<file path="config.mk">
export PLATFORM = sky130hd
export DESIGN_NAME = uart_rx
export DESIGN_NICKNAME = d
export VERILOG_FILES = /design/src/rtl/uart_pkg.sv /design/src/rtl/sync_2ff.sv /design/src/rtl/uart_rx.sv
export SDC_FILE = /design/constraint.sdc
export NUM_CORES = 1
export LEC_CHECK = 0
export BUFFER_PORTS_ARGS = -buffer_cell sky130_fd_sc_hd__buf_2
export CORE_AREA = 8 8 81 83
export CTS_BUF_LIST = sky130_fd_sc_hd__clkbuf_4
export CTS_CLUSTER_SIZE = 14
export DETAILED_ROUTE_END_ITERATION = 8
export DIE_AREA = 0 0 89 91
export HOLD_SLACK_MARGIN = 0.12
export SETUP_SLACK_MARGIN = 0.5
export SKIP_LAST_GASP = 1
export SLEW_MARGIN = 10
export SYNTH_ARGS = -nofsm -noshare
export SYNTH_HDL_FRONTEND = slang
export SYNTH_HIERARCHICAL = 1
export SYNTH_SLANG_ARGS = --single-unit
</file>
<file path="constraint.sdc">
create_clock -name clk -period 3.3 [get_ports clk]
set_clock_uncertainty 0.1 [all_clocks]
set_input_delay 0 -clock clk [delete_from_list [all_inputs] [get_ports clk]]
set_output_delay 0 -clock clk [all_outputs]
set_load 0.05 [all_outputs]
</file>
<file path="src/rtl/uart_pkg.sv">
// uart_pkg: shared UART state encodings, default oversampling factor and width helper.
package uart_pkg;
  localparam int NUM_TICKS_DEF = 16;
  typedef enum logic [4:0] {
    IDLE   = 5'b00001,
    START  = 5'b00010,
    DATA   = 5'b00100,
    PARITY = 5'b01000,
    STOP   = 5'b10000
  } state_t;
  function automatic int clog2(input int v);
    int r;
    r = 0;
    for (int i = 0; i < 31; i++) if ((1 << i) < v) r = i + 1;
    return r;
  endfunction
endpackage

</file>
<file path="src/rtl/sync_2ff.sv">
// sync_2ff: two-flop synchronizer with parameterized reset value.
module sync_2ff #(
  parameter logic RST_VAL = 1'b1
) (
  input  logic clk,
  input  logic reset,
  input  logic d,
  output logic q
);
  logic m;
  always_ff @(posedge clk or negedge reset)
    if (!reset) {q, m} <= {RST_VAL, RST_VAL};
    else {q, m} <= {m, d};
endmodule

</file>
<file path="src/rtl/uart_rx.sv">
// uart_rx: oversampling UART receiver; define UART_RX_PARITY_EN to add the even-parity bit and checker.
module uart_rx
  import uart_pkg::*;
#(
  parameter int NUM_TICKS     = NUM_TICKS_DEF,
  parameter int BITS_PER_DATA = 8
) (
  input  logic                     clk,
  input  logic                     reset,
  input  logic                     tick,
  input  logic                     rx_in,
  input  logic                     parity,
  input  logic [1:0]               stop_bits,
  output logic [BITS_PER_DATA-1:0] d_out,
  output logic                     rx_done,
  output logic                     parity_err,
  output logic                     frame_err
);
  localparam int SW = clog2(NUM_TICKS);
  localparam int NW = clog2(BITS_PER_DATA + 1);
  localparam logic [SW-1:0] S_MID = SW'(NUM_TICKS / 2 - 1);
  localparam logic [SW-1:0] S_END = SW'(NUM_TICKS - 1);
  localparam logic [NW-1:0] N_LAST = NW'(BITS_PER_DATA - 1);
  logic rx;
  state_t state, state_d;
  logic [SW-1:0] s, s_d;
  logic [NW-1:0] n, n_d;
  logic [1:0] k, k_d, sb, sb_d;
  logic [BITS_PER_DATA-1:0] sh, sh_d, d_d;
  logic fe, fe_d, done_d, ferr_d;
`ifdef UART_RX_PARITY_EN
  logic par_q, par_d, pe, pe_d, perr_d;
`else
  logic unused_parity;
  assign unused_parity = parity;
  assign parity_err = 1'b0;
`endif
  sync_2ff #(.RST_VAL(1'b1)) u_sync (.clk(clk), .reset(reset), .d(rx_in), .q(rx));
  always_comb begin
    state_d = state;
    s_d = s;
    n_d = n;
    k_d = k;
    sb_d = sb;
    sh_d = sh;
    fe_d = fe;
    d_d = d_out;
    done_d = 1'b0;
    ferr_d = frame_err;
`ifdef UART_RX_PARITY_EN
    par_d = par_q;
    pe_d = pe;
    perr_d = parity_err;
`endif
    case (state)
      IDLE: if (tick && !rx) begin
        state_d = START;
        s_d = '0;
        sb_d = (stop_bits == 2'd0) ? 2'd1 : stop_bits;
        fe_d = 1'b0;
`ifdef UART_RX_PARITY_EN
        par_d = parity;
        pe_d = 1'b0;
`endif
      end
      START: if (tick) begin
        s_d = (s == S_MID) ? '0 : s + 1'b1;
        n_d = '0;
        if (s == S_MID) state_d = rx ? IDLE : DATA;
      end
      DATA: if (tick) begin
        s_d = (s == S_END) ? '0 : s + 1'b1;
        if (s == S_END) begin
          sh_d = {rx, sh[BITS_PER_DATA-1:1]};
          n_d = n + 1'b1;
          k_d = '0;
          if (n == N_LAST)
`ifdef UART_RX_PARITY_EN
            state_d = par_q ? PARITY : STOP;
`else
            state_d = STOP;
`endif
        end
      end
`ifdef UART_RX_PARITY_EN
      PARITY: if (tick) begin
        s_d = (s == S_END) ? '0 : s + 1'b1;
        if (s == S_END) begin
          pe_d = rx ^ (^sh);
          state_d = STOP;
        end
      end
`endif
      STOP: if (tick) begin
        s_d = (s == S_END) ? '0 : s + 1'b1;
        if (s == S_END) begin
          k_d = k + 2'd1;
          fe_d = fe | ~rx;
          if (k == sb - 2'd1) begin
            state_d = IDLE;
            d_d = sh;
            done_d = 1'b1;
            ferr_d = fe | ~rx;
`ifdef UART_RX_PARITY_EN
            perr_d = pe;
`endif
          end
        end
      end
      default: state_d = IDLE;
    endcase
  end
  always_ff @(posedge clk or negedge reset)
    if (!reset) begin
      state <= IDLE;
      s <= '0;
      n <= '0;
      k <= '0;
      sb <= 2'd1;
      sh <= '0;
      fe <= 1'b0;
      d_out <= '0;
      rx_done <= 1'b0;
      frame_err <= 1'b0;
`ifdef UART_RX_PARITY_EN
      par_q <= 1'b0;
      pe <= 1'b0;
      parity_err <= 1'b0;
`endif
    end else begin
      state <= state_d;
      s <= s_d;
      n <= n_d;
      k <= k_d;
      sb <= sb_d;
      sh <= sh_d;
      fe <= fe_d;
      d_out <= d_d;
      rx_done <= done_d;
      frame_err <= ferr_d;
`ifdef UART_RX_PARITY_EN
      par_q <= par_d;
      pe <= pe_d;
      parity_err <= perr_d;
`endif
    end
endmodule
</file>
# Yosys cells after proc, flatten, opt, wreduce, memory -nomap -nowiden
# Index checks and enable logic that the tools add are counted.
# totals
register_bits	38
in_bits	7
output_inout_bits	11
elab_cells	87
# op_classes
bitwise	2
mux	35
n_eq_ne	18
n_reduce_logical	16
add_sub_neg	4
# op_table
cell	count
$mux W5	9
$mux W4	8
$pmux W5 S4	1
$ne A2 B2 Y1 const B	9
$reduce_and A4 Y1	4
$pmux W4 S3	1
$mux W2	5
$reduce_and A9 Y1	1
$add A4 B1 Y4 const B	2
$eq A4 B3 Y1 const B	2
$pmux W4 S2	1
$mux W1	7
$reduce_bool A2 Y1	3
$eq A5 B1 Y1 const B	1
$eq A5 B2 Y1 const B	1
$eq A5 B3 Y1 const B	1
$eq A5 B5 Y1 const B	1
$reduce_and A5 Y1	1
$eq A4 B4 Y1 const B	1
$pmux W2 S2	1
$mux W3	1
$reduce_and A3 Y1	1
$reduce_bool A3 Y1	1
$add A2 B1 Y2 const B	1
other kinds (11)	11

# Depth between registers and ports, before layout
# Gate-level depths: netlist (run 1).
# depth
word_depth	6
depth_mapped	6
ltp_nobuf	6

# By module
# The synthesis (run 1) kept the hierarchy.
# modules_own_cells
mod	instances	seq_area_each_um2	cells_each	area_each_um2
uart_rx	1	878.3	149	1745.4
sync_2ff	1	52.6	2	52.6

# Worst setup path before layout (run 1)
# Ideal clock, no wire load.
# synth_path
path_kind	register -> register
startpoint	register state[0]
endpoint	register sb[1]
n_path_buf	1
path_stages_with_launch	7
required_ns	3.075
arrival_ns	1.755
setup_ns	0.125
synth_period_minus_slack_ns	1.980
path_slack_ns	1.320
path_cell_list	dfstp_2 > buf_2 > nor4b_2 > a221oi_2 > o211ai_2 > or2_4 > mux2_4
# synth_via
elab_chain_cells	2
# synth_lines
item	line	text
start, declared	uart_rx.sv:25	state_t state, state_d;
start signal, assigned	uart_rx.sv:131	state <= state_d;
$eq A5 B1 Y1	uart_rx.sv:55	case (state)
$reduce_and A2 Y1 (no line)	n/a	
end signal, assigned	uart_rx.sv:119	sb <= 2'd1;
end signal, assigned	uart_rx.sv:135	sb <= sb_d;
end, declared	uart_rx.sv:28	logic [1:0] k, k_d, sb, sb_d;
# No other way between the ends.
# A chain may end at the register's enable or synchronous reset.

# Final worst setup path (run 1)
# layout_path
startpoint	register state[1]
endpoint	register sb[1]
# Same word-level chain as after synthesis.

==> results of run 1 <==
## cell usage after synthesis (2+ instances only)
| cell | count |
|---|---|
| inv_1 | 6 |
| a22o_1 | 2 |
| nor3_1 | 3 |
| xor2_1 | 3 |
| a21oi_1 | 5 |
| a31oi_1 | 2 |
| dfrtp_1 | 33 |
| nor4b_2 | 3 |
| nor3b_1 | 2 |
| nor2b_1 | 2 |
| nand4_1 | 2 |
| nor2_1 | 10 |
| buf_4 | 2 |
| nand3b_1 | 2 |
| o21ai_1 | 2 |
| mux2_1 | 9 |
| mux2_4 | 2 |
| dfstp_2 | 4 |
| mux2i_1 | 3 |
| nand2_1 | 7 |
| o21ai_0 | 4 |
| buf_2 | 3 |
| ha_1 | 2 |
| mux2_2 | 9 |
| nand2b_1 | 4 |
## stage by stage
| step | setup slack, ns | std cells | instance area [um2] | power, W |
|---|---|---|---|---|
| 2_1_floorplan | 1.32 | 151 | 1800 | 0.000618 |
| 3_3_place_gp | 1.08 | 231 | 1920 | 0.000649 |
| 3_5_place_dp | 1.03 | 231 | 1920 | 0.000652 |
| 4_1_cts | 0.968 | 244 | 2050 | 0.000985 |
| 5_1_grt | 0.900 | 244 | 2050 | 0.00103 |
| 6_report | 0.987 | 244 | 2050 | 0.000969 |
## cell usage in the layout (no fill, tap or decap), types with 2 or more instances in the layout
| master | Yosys | routed |
|---|---|---|
| dfstp_2 | 4 | 4 |
| a31oi_1 | 2 | 2 |
| o21ai_0 | 4 | 4 |
| mux2_2 | 9 | 9 |
| clkbuf_4 | 0 | 6 |
| mux2_1 | 9 | 9 |
| nor3_1 | 3 | 3 |
| inv_1 | 6 | 6 |
| xor2_1 | 3 | 3 |
| nand2_1 | 7 | 7 |
| ha_1 | 2 | 2 |
| buf_2 | 3 | 15 |
| nor2b_1 | 2 | 2 |
| nand4_1 | 2 | 2 |
| o21ai_1 | 2 | 2 |
| nor3b_1 | 2 | 2 |
| nor4b_2 | 3 | 3 |
| mux2i_1 | 3 | 3 |
| nand2b_1 | 4 | 4 |
| a22o_1 | 2 | 2 |
| nand3b_1 | 2 | 2 |
| mux2_4 | 2 | 2 |
| nor2_1 | 10 | 10 |
| dlygate4sd3_1 | 0 | 5 |
| dfrtp_1 | 33 | 33 |
| a21oi_1 | 5 | 5 |
## power by group through the flow
stage	Sequential, W	Combinational, W	Clock (W)
finish	0.000535	0.000110	0.000324
global placement	0.000544	0.000104	0
detailed placement	0.000545	0.000108	0
floorplan	0.000533	0.0000849	0
global route	0.000545	0.000128	0.000353
CTS	0.000536	0.000113	0.000336
## critical path, stage by stage, from the launching register on
cell      delay [ns]
dfrtp_1         0.60
nor4b_2         0.57
a221oi_2        0.17
o211ai_2        0.28
or2_4           0.20
mux2_4          0.29
## routing by layer
layer	routed length, um	GRT usage (%)	vias to the layer above
met5	0	0	-
met4	29	2.91	0
met3	162	3.87	4
met2	1490	12.9	18
met1	1550	11.1	592
li1	-	-	570
## final timing paths
| check | startpoint | end | slack (ns) | cells past startpoint |
|---|---|---|---|---|
| min in group clk | rx_in | u_sync/m | 0.19 | 2 |
| min | reset | d_out[4] | 0.18 | 2 |
| max | state[1] | sb[1] | 0.99 | 5 |
| max reg2reg | state[1] | sb[1] | 0.99 | 5 |
| max in group asynchronous | reset | k[1] | 2.42 | 2 |
| min reg2reg | u_sync/m | u_sync/q | 0.27 | 0 |
## layout make-up
cell class / count / area (um2)
Clock buffer: 6 / 45.0
Clock inverter: 2 / 38.8
Fill cell: 556 / 3290
Inverter: 6 / 22.5
Multi-Input combinational cell: 101 / 800
Sequential cell: 37 / 931
Tap cell: 72 / 90.1
Timing Repair Buffer: 20 / 125
## sequential cells by signal (all words and copies together) (netlist names), 2 cells and up
register / cells
sb: 2
k: 2
n: 4
state: 4
sh: 8
d_out: 8
s: 4
## kinds of logic after synthesis
kind of cell | Yosys count | synth area share [%]
flops | 37 | 51.8
buf+inv | 13 | 3.76
simple gates | 45 | 15.2
mux | 23 | 14.6
compound gates | 25 | 10.2
other cells | 1 | 0.209
fa+ha+maj | 2 | 1.39
xor+xnor | 5 | 2.85
## timing repair
action | CTS | global route
buffers inserted | 0 | 0
hold buffers | 5 | 0
hold endpoints to repair | 47 | 0
==> impl_metrics.tcl, run 1 <==
set metrics [dict create \
    status "finished, final reports clean" \
    clockPowerShare_pct 33.4 \
    cts.sinks 37 \
    wirelength_mm 3.23 \
    crit_arrival_ns 2.45 \
    postRouteAntennaNets 0 \
    synth.top_cell.area_share_pct 45.9 \
    die_w_um 89 \
    clockBufferDepth 2 \
    final_core_util_pct 38.4 \
    dieArea_um2 8100 \
    diodes 0 \
    area_delta_synth_final_pct 14.1 \
    fmax_mhz 432 \
    start_kind "flip-flop" \
    vias_per_cell 4.85 \
    grt_first_pass_wirelength_mm 5.64 \
    grt.total_usage_pct 8.78 \
    hold_path_class "input port to async pin" \
    worstMarginPinSlew_ns 0.801 \
    synth_area_per_cell_um2 11.9 \
    die_h_um 91 \
    synth_top_area_cell "dfrtp_1" \
    drt-initial-drc-count 40 \
    cts_max_level 2 \
    p_sw_share_pct 25.2 \
    final.setup.tns_ns 0 \
    yosysWarnings 6 \
    vdd_drop_max_mv 0.292 \
    synth_cells 151 \
    drv_slew 0 \
    period_minus_slack_ns 2.31 \
    crit_required_ns 3.44 \
    post_cts_resize_count 0 \
    final_nets 180 \
    drc 0 \
    grt_max_degree 38 \
    power.switching_w 0.000244 \
    cts_buffers 5 \
    clkSlewWorstSetupHoldPaths_ns 0.11 \
    drive_above_1_share_pct 28.5 \
    end_kind "flip-flop" \
    gp_congestion 0.754 \
    ys_async_sr_fraction_pct 100 \
    start_util_pct 33.7 \
    clock_latency_ns 0.34 \
    clockRootBuffer "clkbuf_4" \
    drt_first_pass_iters 2 \
    ys_ff_latch 37 \
    route.detailed.wl_per_inst_um 13.2 \
    synth_nets 160 \
    synth_area_leaders "dfrtp_1 (46%), dfstp_2 (5.8%), mux2_1 (5.6%)" \
    synth_edf_count 0 \
    grt_pass1_vias 1258 \
    p_per_area_nw_per_um2 472 \
    p_int_w 0.000725 \
    slew_headroom_pct 46.6 \
    yosys_most_used_dff "dfrtp_1" \
    yosysUniqueCellTypes 50 \
    hold_violations 0 \
    ioPinCount 18 \
    yosysSeqAreaShare_pct 51.8 \
    dp_hpwl_mm 2.22 \
    setup_viol 0 \
    period_share_pct 70.1 \
    worstSetupPathType "flip-flop to flip-flop" \
    coreArea_um2 5340 \
    seqPwrFrac_pct 55.3 \
    cp_max_fo 12 \
    rsz0062_at_grt "false" \
    antenna_found_initial 0 \
    maxCapViolations 0 \
    vias 1184 \
    power_frac_comb_pct 11.3 \
    rows 27 \
    whs_ns 0.182 \
    synthesis.area_um2 1800 \
    port_buffers 15 \
    cts_tree "done" \
    grt_overflow_total 0 \
    leakage_nw 0.991 \
]
Power figures use the tool's default switching activity.
==> run 2: changes to the inputs <==
- clock period: 3.3 -> 2.1 ns (I/O delays scaled with it)
==> run 2 against run 1 <==
  * Utilization rose by 6.9 points
  * Largest power group unchanged
  * Non-clock buffer count rose by 29
  * Critical endpoint unchanged
  * Final area rose by 18%
  * Sequential power rose by 58%
  * Die area did not move
  * Total power rose by 61%
  * Via count rose by 11%
==> impl_metrics.tcl, run 2 (synthesized netlist as in run 1, its figures left out) <==
set metrics [dict create \
    clockPowerShare_pct 31.0 \
    drv_slew 0 \
    worstPathCellList "nor4b_4 > a221oi_2 > o211ai_2 > or2_4 > mux2_4" \
    dieArea_um2 8100 \
    grt_max_degree 38 \
    setup_viol 0 \
    clockRootBuffer "clkbuf_4" \
    grt_overflow_total 0 \
    instances_no_fill 273 \
    worstSetupPathType "flip-flop to flip-flop" \
    p_sw_share_pct 25.9 \
    drt-initial-drc-count 39 \
    cts_buffers 5 \
    route.detailed.wl_per_inst_um 14.6 \
    port_buffers 15 \
    clock_latency_ns 0.33 \
    slowest_delay_ns 0.65 \
    final_cell_mix "dfrtp_1 (30), buf_4 (24), buf_2 (15)" \
    grt_first_pass_wirelength_mm 6.55 \
    crit_arrival_ns 2.13 \
    period_share_pct 96.0 \
    final_nets 209 \
    clockBufferDepth 2 \
    period_minus_slack_ns 2.02 \
    power.switching_w 0.000404 \
    final_core_util_pct 45.4 \
    rsz0062_at_grt "true" \
    postRouteAntennaNets 0 \
    p_int_w 0.00116 \
    cts_max_level 2 \
    vdd_drop_max_mv 0.342 \
    cts_tree "done" \
    power_frac_comb_pct 14.9 \
    die_h_um 91 \
    finalPower_w 0.00156 \
    start_util_pct 33.7 \
    slowest_stage "dfstp_2" \
    p_per_area_nw_per_um2 645 \
    cp_top_family "flip-flops" \
    end_kind "flip-flop" \
    status "finished, final reports clean" \
    wirelength_mm 3.99 \
    hold_path_class "input port to flip-flop" \
    hold_violations 0 \
    clkSlewWorstSetupHoldPaths_ns 0.12 \
    dp_hpwl_mm 2.32 \
    coreArea_um2 5340 \
    maxCapViolations 0 \
    seqPwrFrac_pct 54.1 \
    top_regs "d_out: 8 flops, sh: 8 flops" \
    fmax_mhz 496 \
    antenna_found_initial 0 \
    start_kind "flip-flop" \
    vias_per_cell 4.81 \
    cp_num_buf_inv 0 \
    rows 27 \
    worstMarginPinSlew_ns 0.811 \
    grt_pass1_vias 1398 \
    vias 1314 \
    diodes 0 \
    leakage_nw 1.18 \
    slew_headroom_pct 45.9 \
    drive_above_1_share_pct 45.8 \
    die_w_um 89 \
    area_delta_synth_final_pct 34.7 \
    place_inst 239 \
    cp_max_fo 7 \
    drc 0 \
    cts.sinks 37 \
    drt_first_pass_iters 4 \
    ioPinCount 18 \
    crit_required_ns 2.21 \
    gp_congestion 0.782 \
    final_common_cell "dfrtp_1" \
    grt.total_usage_pct 10.3 \
]
## run 2: changes by cell type in the layout (fill, tap and decap cells not counted), sizes merged
cell,change
clkinvlp,+1
clkbuf,-1
dlygate4sd3,+1
buf,+28
## run 2: power groups by stage
stage          clock [W]  sequential (W)  combinational, W
6_report        0.000485        0.000846          0.000232
2_1_floorplan          0        0.000839          0.000134
4_1_cts         0.000511        0.000845          0.000220
3_5_place_dp           0        0.000858          0.000177
5_1_grt         0.000537        0.000856          0.000254
3_3_place_gp           0        0.000856          0.000171
## run 2: worst paths after layout
check	cells past startpoint	to	slack, ns	start
hold reg to reg	0	u_sync/q	0.26	u_sync/m
setup / recovery	5	sb[1]	0.08	state[0]
min in group asynchronous	2	s[2]	0.18	reset
max in group asynchronous	2	state[4]	1.15	reset
setup reg to reg	5	sb[1]	0.08	state[0]
hold / removal	6	state[2]	0.17	tick
## run 2: routing by layer
metal | GRT usage (%) | share of wire [%] | vias to the layer above
met5 | 0 | 0 | -
met4 | 3.61 | 0.80 | 0
met3 | 2.61 | 3.0 | 4
met2 | 16.1 | 49 | 19
met1 | 13.5 | 47 | 661
li1 | - | - | 630
## run 2: layout make-up
cell class                 instances  area, um2
clock buffer                       5       37.5
inverter                           6       22.5
timing repair buffer              49        378
multi-input combinational        101        918
sequential                        37        935
clock inverter                     3       41.3
fill                             524       2920
tap                               72       90.1
## run 2: repair_timing
| action | CTS | global route |
|---|---|---|
| endpoints found under the hold margin | 47 | 0 |
| hold buffers | 6 | 0 |
| buffers inserted | 16 | 4 |
| pin swaps | 7 | 3 |
| setup endpoints to repair | 34 | 35 |
| resized for setup | 17 | 9 |
## run 2: metrics by stage
stage	TNS, ns	hold slack (ns)	cell area [um2]	setup slack (ns)
floorplan	0	-0.396	1830	0.197
global placement	0	0.00632	2030	0.0398
detailed placement	-0.00997	0.00738	2030	-0.00997
CTS	0	0.142	2350	0.117
global route	0	0.199	2420	0.00919
finish	0	0.173	2420	0.0836
## run 2: worst min-delay path, cell delays in order
cell and delay, ns:
buf_2 0.13, nand4b_1 0.08, nand2_1 0.06, o211ai_2 0.11, nor2_2 0.08, mux2i_1 0.11
==> run 3: changes to the inputs <==
- RECOVER_POWER: unset -> 50
- clock period: 2.1 -> 1.68 ns (I/O delays scaled with it)
==> run 3 against run 2 <==
  * The flow now finishes with violations (setup timing)
  * Setup slack worse by 0.43 ns
  * Total power up 17%
  * Sequential share of layout area down 2.4 points
  * Final area up 6.4%
  * Fmax down 0.68%
  * Clock power down 2%
  * Global-route usage up 0.74 points
  * Flip-flop and latch count unchanged
  * Utilization up 2.9 points
  * Via count up 6.0%
==> impl_metrics.tcl, run 3 (synthesized netlist as in run 1, its figures left out) <==
set metrics [dict create \
    slew_headroom_pct 38.1 \
    wirelength_mm 4.14 \
    place_ws_ns -0.297 \
    power.switching_w 0.000501 \
    p_int_w 0.00133 \
    clockBufferDepth 2 \
    r2r_slack_ns -0.35 \
    grt.total_usage_pct 11.1 \
    finalPower_w 0.00183 \
    slowest_stage "dfstp_2" \
    period_share_pct 121 \
    drive_above_1_share_pct 54.6 \
    vdd_drop_max_mv 0.421 \
    end_kind "flip-flop" \
    top_layer "met4" \
    hold_path_class "input port to flip-flop" \
    final_nets 226 \
    rr_worst_depth 5 \
    timing.final.ws_setup_ns -0.350 \
    area_delta_synth_final_pct 43.3 \
    vias_per_cell 4.80 \
    die_h_um 91 \
    holdCritStartpoint "tick" \
    drv_slew 0 \
    seqPwrFrac_pct 57.0 \
    routedLengthMet1_mm 1.90 \
    worstMarginPinSlew_ns 0.928 \
    crit_start "state[0]" \
    route.detailed.wl_per_inst_um 14.3 \
    grt_pass1_vias 1523 \
    maxCapViolations 0 \
    leakage_nw 1.27 \
    cp_max_fo 7 \
    dp_hpwl_mm 2.68 \
    clockRootBuffer "clkbuf_4" \
    start_kind "flip-flop" \
    die_w_um 89 \
    gp_congestion 0.784 \
    crit_arrival_ns 2.18 \
    rsz0062_at_grt "true" \
    top_regs "d_out: 8 flops, sh: 8 flops" \
    final_cell_mix "buf_4 (35), dfrtp_1 (31), buf_2 (15)" \
    antenna_found_initial 0 \
    rows 27 \
    cts.sinks 37 \
    cts_max_level 2 \
    drt_first_pass_iters 4 \
    postRouteAntennaNets 0 \
    worstPathCellList "nor4b_4 > a221oi_2 > o211ai_2 > or2_4 > mux2_4" \
    met2_length_mm 2.05 \
    dr_wl_met3_um 146 \
    power_frac_comb_pct 17.0 \
    slowest_delay_ns 0.65 \
    clock_latency_ns 0.35 \
    drc 0 \
    setup_viol 33 \
    final.setup.tns_ns -4.80 \
    clockPowerShare_pct 26.1 \
    whs_ns 0.183 \
    vias 1393 \
    diodes 0 \
    grt_overflow_total 0 \
    ioPinCount 18 \
    status "finished with violations" \
    fmax_mhz 493 \
    dieArea_um2 8100 \
    port_buffers 15 \
    worstSetupPathType "flip-flop to flip-flop" \
    timing.rr.start "state[0]" \
    r2r-end "sb[1]" \
    hold_violations 0 \
    start_util_pct 33.7 \
    hold_path_end "s[1]" \
    final_common_cell "buf_4" \
    crit_required_ns 1.83 \
    grt_first_pass_wirelength_mm 7.12 \
    coreArea_um2 5340 \
    cts_buffers 5 \
    cts_tree "done" \
    whs_path_depth 5 \
    clkSlewWorstSetupHoldPaths_ns 0.12 \
    grt_max_degree 38 \
    fill_cells 511 \
    p_per_area_nw_per_um2 710 \
    drt-initial-drc-count 69 \
    period_minus_slack_ns 2.03 \
    final_core_util_pct 48.3 \
    p_sw_share_pct 27.4 \
    violations "setup timing" \
]
-- run 3: worst max-delay path, delay by kind of cell (launching register included) --
family / cells / cell delay, ns
AND/OR/NAND/NOR: 2 / 0.39
flip-flops: 1 / 0.65
multiplexers: 1 / 0.29
AO/OA/AOI/OAI: 2 / 0.51
-- run 3: what timing repair did --
action                                  CTS  global route
gates cloned                              1             0
pin swaps                                10            10
gates resized for setup                  29            10
hold endpoints to repair                 47             0
endpoints found under the setup margin   35            35
hold buffers                              5             0
setup buffers                             4             8
-- run 3: cell type report --
| cell class | instances | area [um2] | share of cell area, % |
|---|---|---|---|
| Clock buffer | 6 | 45.0 | 1.75 |
| Clock inverter | 2 | 10.0 | 0.389 |
| Inverter | 6 | 22.5 | 0.874 |
| Multi-Input combinational cell | 102 | 963 | 37.4 |
| Sequential cell | 37 | 933 | 36.2 |
| Tap cell | 72 | 90.1 | 3.50 |
| Timing Repair Buffer | 65 | 512 | 19.9 |
-- run 3: power groups by stage --
stage,sequential (W),combinational (W),clock (W)
2_1_floorplan,0.00105,0.000168,0
3_3_place_gp,0.00106,0.000278,0
3_5_place_dp,0.00106,0.000291,0
4_1_cts,0.00104,0.000307,0.000502
5_1_grt,0.00106,0.000349,0.000538
6_report,0.00104,0.000310,0.000477
-- run 3: worst max-delay path by stage --
stage                       end  slack (ns)  depth (start not counted)
after CTS                 sb[1]       -0.30                          5
after global placement    sb[1]       -0.31                          5
after detailed placement  sb[1]       -0.30                          5
after floorplan           sb[1]       -0.22                          6
final                     sb[1]       -0.35                          5
after global routing      sb[1]       -0.41                          5
-- run 3: stage by stage --
step / instance area [um2] / instances
2_1_floorplan: 1830 / 151
3_3_place_gp: 2220 / 264
3_5_place_dp: 2220 / 264
4_1_cts: 2470 / 282
5_1_grt: 2580 / 290
6_report: 2580 / 290
-- run 3: routing by layer --
layer	vias to the layer above	track usage (%)
met5	-	0
met1	693	14.2
li1	670	-
met2	23	17.2
met4	0	3.47
met3	7	3.51
